[src/rtl/hazard_stall_ctrl.sv]
// Load-use stall / branch flush / ext-stall sequencer for the IF, ID and ID/EXE stages, plus ID operand forwarding selects.
// Optional HAZ_PERF_CNT_EN adds saturating bubble and flush counters.
module hazard_stall_ctrl #(
    parameter int REG_AW   = 5,
    parameter int LOAD_LAT = 1,
    parameter int CNT_W    = 16
) (
    input  logic              clk,
    input  logic              rst_n,
    input  logic [REG_AW-1:0] id_rs,
    input  logic [REG_AW-1:0] id_rt,
    input  logic              id_use_rs,
    input  logic              id_use_rt,
    input  logic              id_branch_taken,
    input  logic              exe_wreg,
    input  logic              exe_m2reg,
    input  logic [REG_AW-1:0] exe_rn,
    input  logic              mem_wreg,
    input  logic [REG_AW-1:0] mem_rn,
    input  logic              ext_stall,
    output logic              pc_we,
    output logic              ifid_we,
    output logic              ifid_flush,
    output logic              idexe_we,
    output logic              idexe_bubble,
    output logic [1:0]        fwd_a,
    output logic [1:0]        fwd_b
`ifdef HAZ_PERF_CNT_EN
    ,
    output logic [CNT_W-1:0]  perf_stall_cnt,
    output logic [CNT_W-1:0]  perf_flush_cnt
`endif
);

    // state    | meaning
    // RUN      | normal issue; a load-use hazard here produces the first bubble
    // LU_STALL | extra bubble cycles for LOAD_LAT>1, cnt counts down the remainder
    typedef enum logic {RUN, LU_STALL} state_t;

    localparam logic [1:0] LAT_REM = 2'((LOAD_LAT > 1) ? (LOAD_LAT - 2) : 0);

    state_t     state;
    logic [1:0] cnt;
    logic       hz;
    logic       exe_fwd_ok;
    logic       mem_fwd_ok;

    assign hz = exe_wreg & exe_m2reg & (exe_rn != '0) &
                ((id_use_rs & (exe_rn == id_rs)) | (id_use_rt & (exe_rn == id_rt)));

    // A load in EXE has no ALU result worth forwarding; it is covered by the stall.
    assign exe_fwd_ok = exe_wreg & ~exe_m2reg & (exe_rn != '0);
    assign mem_fwd_ok = mem_wreg & (mem_rn != '0);

    always_comb begin
        pc_we        = 1'b1;
        ifid_we      = 1'b1;
        ifid_flush   = 1'b0;
        idexe_we     = 1'b1;
        idexe_bubble = 1'b0;
        fwd_a        = 2'b00;
        fwd_b        = 2'b00;
        if (!rst_n) begin
            pc_we        = 1'b0;
            ifid_we      = 1'b0;
            ifid_flush   = 1'b1;
            idexe_bubble = 1'b1;
        end else begin
            if (ext_stall) begin
                pc_we    = 1'b0;
                ifid_we  = 1'b0;
                idexe_we = 1'b0;
            end else if (state == LU_STALL || hz) begin
                pc_we        = 1'b0;
                ifid_we      = 1'b0;
                idexe_bubble = 1'b1;
            end else if (id_branch_taken) begin
                ifid_flush = 1'b1;
            end

            if (exe_fwd_ok && exe_rn == id_rs)
                fwd_a = 2'b01;
            else if (mem_fwd_ok && mem_rn == id_rs)
                fwd_a = 2'b10;

            if (exe_fwd_ok && exe_rn == id_rt)
                fwd_b = 2'b01;
            else if (mem_fwd_ok && mem_rn == id_rt)
                fwd_b = 2'b10;
        end
    end

    always_ff @(posedge clk) begin
        if (!rst_n) begin
            state <= RUN;
            cnt   <= 2'd0;
        end else if (!ext_stall) begin
            case (state)
                RUN: begin
                    if (hz && LOAD_LAT > 1) begin
                        state <= LU_STALL;
                        cnt   <= LAT_REM;
                    end
                end
                LU_STALL: begin
                    if (cnt == 2'd0)
                        state <= RUN;
                    else
                        cnt <= cnt - 2'd1;
                end
                default: state <= RUN;
            endcase
        end
    end

`ifdef HAZ_PERF_CNT_EN
    localparam logic [CNT_W-1:0] CNT_ONE = 1;

    // Outside reset, bubble/flush are already zero while ext_stall freezes the pipe.
    always_ff @(posedge clk) begin
        if (!rst_n) begin
            perf_stall_cnt <= '0;
            perf_flush_cnt <= '0;
        end else begin
            if (idexe_bubble && perf_stall_cnt != '1)
                perf_stall_cnt <= perf_stall_cnt + CNT_ONE;
            if (ifid_flush && perf_flush_cnt != '1)
                perf_flush_cnt <= perf_flush_cnt + CNT_ONE;
        end
    end
`endif

endmodule
[config.mk]
export PLATFORM = sky130hd
export DESIGN_NAME = hazard_stall_ctrl
export DESIGN_NICKNAME = d
export VERILOG_FILES = /design/src/rtl/hazard_stall_ctrl.sv
export SDC_FILE = /design/constraint.sdc
export NUM_CORES = 1
export LEC_CHECK = 0
export ABC_AREA = 0
export BUFFER_PORTS_ARGS = -buffer_cell sky130_fd_sc_hd__buf_2
export CORE_AREA = 2 2 39 41
export DETAILED_ROUTE_END_ITERATION = 16
export DIE_AREA = 0 0 41 43
export GPL_ROUTABILITY_DRIVEN = 0
export MAX_ROUTING_LAYER = met4
export PLACE_DENSITY = 0.82
export SETUP_SLACK_MARGIN = 0.05
export SLEW_MARGIN = 20
export SYNTH_ARGS = -nofsm -noshare
export SYNTH_HDL_FRONTEND = slang
export SYNTH_SLANG_ARGS = --single-unit
[constraint.sdc]
create_clock -name clk -period 3.89 [get_ports clk]
set_input_delay 0.389 -clock clk [delete_from_list [all_inputs] [get_ports clk]]
set_output_delay 0.389 -clock clk [all_outputs]
set_load 0.01 [all_outputs]
* Yosys cells after proc, flatten, opt, wreduce, memory -nomap -nowiden
Cells that the tools add are included. W data, S select, Z words.
Word-level totals: flip-flop bits (word level) 3, bits in latches 0, RAM bits 0, bits in read-only memories 0, bits of input ports 29, output and inout port bits 9, logic and storage cells 48, memories kept 0
Cells by class: $add $sub $neg 1, $mul 0, divide/modulo/power cells 0, magnitude comparators 0, equality and inequality tests 4, shift operators 0, mux-type cells 20, bitwise gates (word level) 12, reduce and logical (&&, ||, !) cells 9
Operators with widths (number):
- $eq A5 B5 Y1 | 4
- $mux W1 | 14
- $mux W2 | 6
- $reduce_bool A5 Y1 | 2
- $and A1 B1 Y1 | 8
- $logic_and A1 B1 Y1 | 4
- $not A1 Y1 | 3
- $reduce_and A3 Y1 | 1
- $logic_not A2 Y1 | 1
- $sub A2 B1 Y2 const B | 1
- $logic_or A1 B1 Y1 | 1
- $or A1 B1 Y1 | 1

* Longest topological paths before layout
Gate-level depths: netlist of the first run.
word-level depth 8, mapped depth 6, gate-level depth less buffers 5

* Least setup slack after synthesis of the first run
OpenSTA, ideal clock, no wires.
path kind input to output, from in id_rs[0], to out pc_we, arrival 1675 ps, required time 3501 ps, path slack 1826 ps, stages on the path 6, buffers on the path 1, path through nor2b_1 > a2111o_1 > nor3_4 > a22oi_2 > o211a_1 > buf_4
On the way: word-level cells in the longest chain between the ends 8
Ends and longest elaborated chain:
- start, declared | line 10 | input logic [REG_AW-1:0] id_rs,
- $eq A5 B5 Y1 | line 49 | ((id_use_rs & (exe_rn == id_rs)) | (id_use_rt & (exe_rn == id_rt)));
- $and A1 B1 Y1 | line 49
- $or A1 B1 Y1 | line 49
- $and A1 B1 Y1 | line 48 | assign hz = exe_wreg & exe_m2reg & (exe_rn != '0) &
- $logic_or A1 B1 Y1 | line 73 | end else if (state == LU_STALL || hz) begin
- $mux W1 (3 in a row)
- end, declared | line 21 | output logic pc_we,
No other way between the ends.

* Worst setup path in the final report of the first run
from in id_rs[0], to out idexe_bubble
On the way: word-level cells in the longest chain between the ends 8
Ends and longest elaborated chain:
- $eq A5 B5 Y1 | line 49
- $and A1 B1 Y1 | line 49
- $or A1 B1 Y1 | line 49
- $and A1 B1 Y1 | line 48
- $logic_or A1 B1 Y1 | line 73
- $mux W1 | line 73
- $mux W1 | line 69 | if (ext_stall) begin
- $mux W1 | line 63 | if (!rst_n) begin
- end, declared | line 25 | output logic idexe_bubble,
No other way between the ends.

==> flow_summary_export.csv, run 1 <==
group,metric,value,unit
run_status,status,"completed",
floorplan,start_util,0.3770,
global_routing,grt_overflow_total,0,
logic_synthesis,synth_enable_flop_cells,0,
logic_synthesis,synth_top_family_by_area,"XOR/XNOR gates",
hold_path,hold_class,"register to register",
logic_synthesis,synth_mux_area_frac,0,
floorplan,core_area,1384,µm²
global_routing,antenna_found_initial,0,
clock_tree,post-cts-setup-buffer-count,0,
global_routing,grt_max_degree,11,
sta,setup_violations,0,
route,first_pass_iters,3,
final_layout,final_cell_area,738.2,µm²
critical_path,cp_max_fo,3,
floorplan,ioPinCount,38,
placement,dpl.hpwl,1242,µm
placement,io_buffers,37,
floorplan,die_area,1763,µm²
floorplan,rows,14,
global_routing,grtUsageTotal,0.1828,
critical_path,startpoint_type,"input port",
sta,setup-tns-final,0,ns
logic_synthesis,netlist.area_leader.share,0.1679,
route,drtIter0Drc,5,
sta,timing.final.crit_share,0.5737,
route,wl_per_cell,11.30,µm
sta,grt_setup_unrepaired,"false",
logic_synthesis,synth_compound_area_frac,0.2278,
logic_synthesis,syn-cell-area,521.8,µm²
final_layout,drive_above_1_share,0.4206,
placement,placed_area,711.9,µm²
run,drv_cap,0,
sta,hold_viol_final,0,
clock_tree,cts-hold-fix-buffers,0,
logic_synthesis,yosysWarnings,0,
critical_path,slowest_delay,0.41,ns
critical_path,critPathCaptureType,"output port",
floorplan,die_h,43,µm
logic_synthesis,ys_async_sr_fraction,0,
logic_synthesis,yosys_register_bits,3,
floorplan,die_width,41,µm
logic_synthesis,synth_area_leader_cell,"xnor2_1",
clock_tree,cts_resized,0,
sta,fin_skew,0.002104,ns
route,via_per_inst,5.098,
clock_tree,path_clk_slew,0.04,ns
clock_tree,htreeDepth,1,
global_routing,grt_pass1_vias,590,
pwr,irDropWorstVdd,0.1073,mV
sta,slew_headroom,0.7639,
critical_path,crit_chain,"buf_2, nor2b_1, a2111o_1, nor3_4, a22oi_2, o311ai_2, buf_2",
critical_path,slowest_stage,"a2111o_1",
final_layout,nets,138,
logic_synthesis,yosys.cell_types.count,28,
logic_synthesis,netlist_instances,68,
critical_path,arrival,1.84,ns
sta,fin_crit,2.232,ns
clock_tree,clock_latency,0.23,ns
logic_synthesis,yosys.area_share.adder,0.02398,
global_routing,grt_pass1_wl,2132,µm
clock_tree,cts_root_buffer,"clkbuf_4",
sta,hold_ws,0.4501,ns
final_layout,n_antenna_cell,0,
logic_synthesis,synthesis.nets,98,
clock_tree,cts-buffers-inserted,3,
sta,tightest_slew,0.3514,ns
pwr,p_leak,0.3705,nW
pwr,p_per_area,195.7,nW/µm²
pwr,finalPower,144.4,µW
clock_tree,cts_tree,"done",
route,num_vias,627,
route,antenna_left,0,
logic_synthesis,ys_seq_area_frac,0.1151,
sta,fmax,448.1,MHz
final_layout,syn2layout_area_growth,41.49,%
critical_path,crit_type,"input port to output port",
clock_tree,clk_path_buf_depth,2,
critical_path,cpMostUsedCell,"buf_2",
route,routed_wl,1390,µm
logic_synthesis,synth_area_leaders,"xnor2_1 (17%), xor2_1 (12%), dfxtp_1 (12%)",
logic_synthesis,synth-xor-area-share,0.2854,
clock_tree,clock-sinks,3,
route,drc_errors,0,
logic_synthesis,synthFlopType,"dfxtp_1",
critical_path,worst-endpoint-required,3.50,ns
logic_synthesis,synth.avg_cell_area,7.673,µm²
logic_synthesis,synthSimpleGateAreaFrac,0.2686,
sta,slew_violations,0,
[layout make-up]
class	count	area (µm²)
Inverter	7	26.28
Clock buffer	4	26.28
Multi-Input combinational cell	56	420.4
Sequential cell	3	60.06
Timing Repair Buffer	37	185.2
Tap cell	16	20.02
Fill cell	139	645.6
[layout by cell type (no fill, tap or decap), drive strengths merged]
cell and count:
xor2 7, or4 3, xnor2 10, o211ai 2, dfxtp 3, nor2 3, o22ai 1, clkbuf 4
and3 2, o211a 2, and2 1, o311ai 1, o21ai 1, nor2b 2, a2111o 1, nand3 4
nor4 1, o221ai 1, buf 37, nand2 5, nor3 2, a21oi 3, ha 1, a22oi 1
a31o 1, and2b 1, inv 7
[cells in the mapped netlist, types with 2 or more instances]
master	n
xnor2_1	10
or4_1	3
nand3_1	4
dfxtp_1	3
inv_1	7
nor2_1	3
xor2_1	7
o211ai_1	2
nand2_1	5
a21oi_1	3
buf_4	2
o211a_1	2
nor2b_1	2
[flip-flops by register name (all words and copies together), names as in the netlist]
| signal | count |
|---|---|
| cnt | 2 |
| state | 1 |
[critical path, delay by kind of cell]
kind,cells,cell delay (ns)
simple gates,2,0.35
compound gates,3,0.80
buf+inv,2,0.29
[per-layer routing]
layer	global-route usage	up-vias	wire length [µm]
li1	-	319	-
met1	0.1821	274	554
met2	0.2938	30	682
met3	0.01571	4	107
met4	0.1600	0	45
met5	-	-	0
[worst paths after layout]
path	from	endpoint	cells past startpoint	slack [ns]
max	id_rs[0]	idexe_bubble	7	1.66
min reg2reg	state	state	2	0.45
min	state	state	2	0.45
max reg2reg	cnt[0]	cnt[0]	5	2.75
[cells by family after synthesis]
logic type / after synthesis
compound gates: 14
xor+xnor: 17
fa+ha+maj: 1
buf+inv: 9
flops: 3
simple gates: 24
[power by group]
| group | switching, mW | internal (mW) |
|---|---|---|
| Combinational | 0.0298 | 0.0289 |
| Sequential | 0.00000000000000000552 | 0.0309 |
| Clock | 0.0163 | 0.0385 |
| Total | 0.0461 | 0.0983 |
[through the flow]
step                      utilization  instances  worst slack (ns)
after floorplan                     -         68             1.826
after global placement         0.5145        119             1.686
after detailed placement       0.5145        119             1.653
after CTS                      0.5335        123             1.654
after global routing           0.5335        123             1.583
final                          0.5335        123             1.658
Power figures use the tool's default switching activity.
==> run 2, diff against run 1 <==
CORE_AREA = unset   (was 2 2 39 41)
CORE_UTILIZATION = 39   (was unset)
DIE_AREA = unset   (was 0 0 41 43)
clock period = 2.3 ns   (was 3.89 ns; I/O delays follow)
==> flow_summary_export.csv, run 2 (synthesis results as in run 1) <==
group,metric,value,unit
route,num_vias,632,
route,wl_per_cell,11.32,µm
sta,setup_violations,0,
sta,slew_violations,0,
floorplan,rows,12,
global_routing,grt_overflow_total,0,
sta,slew_headroom,0.7583,
floorplan,core_area,1171,µm²
global_routing,grt_pass1_wl,2104,µm
sta,grt_setup_unrepaired,"false",
placement,pre_cts_ws,0.3736,ns
clock_tree,clock-sinks,3,
placement,io_buffers,37,
final_layout,layout_common_cells,"buf_2 (37), xnor2_1 (10), inv_1 (7), xor2_1 (7), nand2_1 (5)",
critical_path,critPathCaptureType,"output port",
final_layout,syn2layout_area_growth,41.01,%
critical_path,crit_chain,"buf_2, nor2b_1, a2111o_1, nor3_4, a22oi_2, o311ai_2, buf_2",
clock_tree,cts-buffers-inserted,3,
critical_path,slowest_delay,0.41,ns
clock_tree,clk_path_buf_depth,2,
floorplan,die_h,38.58,µm
critical_path,startpoint_type,"input port",
route,first_pass_iters,6,
clock_tree,path_clk_slew,0.04,ns
global_routing,grtUsageTotal,0.2039,
run_status,status,"completed",
global_routing,antenna_found_initial,0,
pwr,p_per_area,331.5,nW/µm²
sta,fmax,520.1,MHz
clock_tree,htreeDepth,1,
final_layout,multi_input_area,420.4,µm²
route,via_per_inst,5.223,
placement,dpl.hpwl,1188,µm
sta,tightest_slew,0.3598,ns
critical_path,cp_top_family,"compound AO/OA/AOI/OAI gates",
clock_tree,cts-hold-fix-buffers,0,
critical_path,slowest_stage,"a2111o_1",
global_routing,grt_pass1_vias,561,
critical_path,cp_max_fo,3,
clock_tree,cts_tree,"done",
final_layout,n_antenna_cell,0,
placement,dp_cells,117,
final_layout,final-instance-count-excl-fill,121,
clock_tree,cts_resized,0,
final_layout,largest_register_ffs,2,
final_layout,reg_top3,"cnt (2), state (1)",
pwr,irDropWorstVdd,0.1654,mV
route,drtIter0Drc,9,
final_layout,final_common_cell,"buf_2",
route,antenna_left,0,
global_routing,grt_max_degree,11,
critical_path,crit_type,"input port to output port",
floorplan,die_width,38.58,µm
sta,fin_crit,1.923,ns
final_layout,nets,138,
run,drv_cap,0,
pwr,p_leak,0.3705,nW
clock_tree,post-cts-setup-buffer-count,0,
sta,hold_ws,0.2995,ns
sta,worst_slack,0.3773,ns
critical_path,arrival,1.69,ns
final_layout,regArea,60.06,µm²
sta,timing.final.crit_share,0.8360,
sta,hold_viol_final,0,
hold_path,hold_class,"input port to register",
critical_path,cpMostUsedCell,"buf_2",
critical_path,worst-endpoint-required,2.07,ns
final_layout,top_register,"cnt",
critical_path,path_buf_inv,2,
clock_tree,clock_latency,0.23,ns
sta,fin_skew,0.0002928,ns
route,drc_errors,0,
floorplan,start_util,0.4455,
route,routed_wl,1370,µm
floorplan,ioPinCount,38,
sta,setup-tns-final,0,ns
floorplan,die_area,1488,µm²
clock_tree,cts_root_buffer,"clkbuf_4",
final_layout,fillCellCount,115,
final_layout,drive_above_1_share,0.4206,
final_layout,final_util,0.6282,
-- run 2: cell counts in the layout (fill, tap and decap cells not counted) --
Identical to the previous run, type by type.
-- run 2: layout make-up --
class                      count  area share
clock buffer                   4     0.03571
inverter                       7     0.03571
multi-input combinational     56      0.5714
sequential                     3     0.08163
tap                           14     0.02381
timing repair buffer          37      0.2517
-- run 2: worst reg2reg max path, stage by stage (launching register included) --
cell	delay (ns)
dfxtp_1	0.30
inv_1	0.05
ha_1	0.20
nor2_1	0.23
xnor2_1	0.09
and2_1	0.15
-- run 2: stage by stage --
stage,total power [mW],cell area [µm²]
after floorplan,0.1062,521.8
after global routing,0.2621,735.7
final,0.2438,735.7
after global placement,0.1499,709.4
after CTS,0.2482,735.7
after detailed placement,0.1527,709.4
-- run 2: where the power goes --
| group | leakage [nW] | switching (mW) | internal (mW) |
|---|---|---|---|
| combinational | 0.331 | 0.0509 | 0.0489 |
| sequential | 0.0241 | 0.00000000000000000863 | 0.0523 |
| clock | 0.0150 | 0.0267 | 0.0650 |
-- run 2: worst paths after layout --
kind                                 from           end  slack, ns  cells past startpoint
worst max-delay path             id_rs[0]  idexe_bubble       0.38                      7
worst min-delay path            ext_stall         state       0.30                      3
worst max register to register     cnt[0]        cnt[0]       1.16                      5
worst min register to register      state         state       0.45                      2
-- run 2: per-layer routing --
metal,wire length [µm],track usage,vias to the layer above
li1,-,-,320
met1,567,0.2172,280
met2,694,0.3917,32
met3,109,0.02312,0
met4,0,0.05172,0
met5,0,-,-
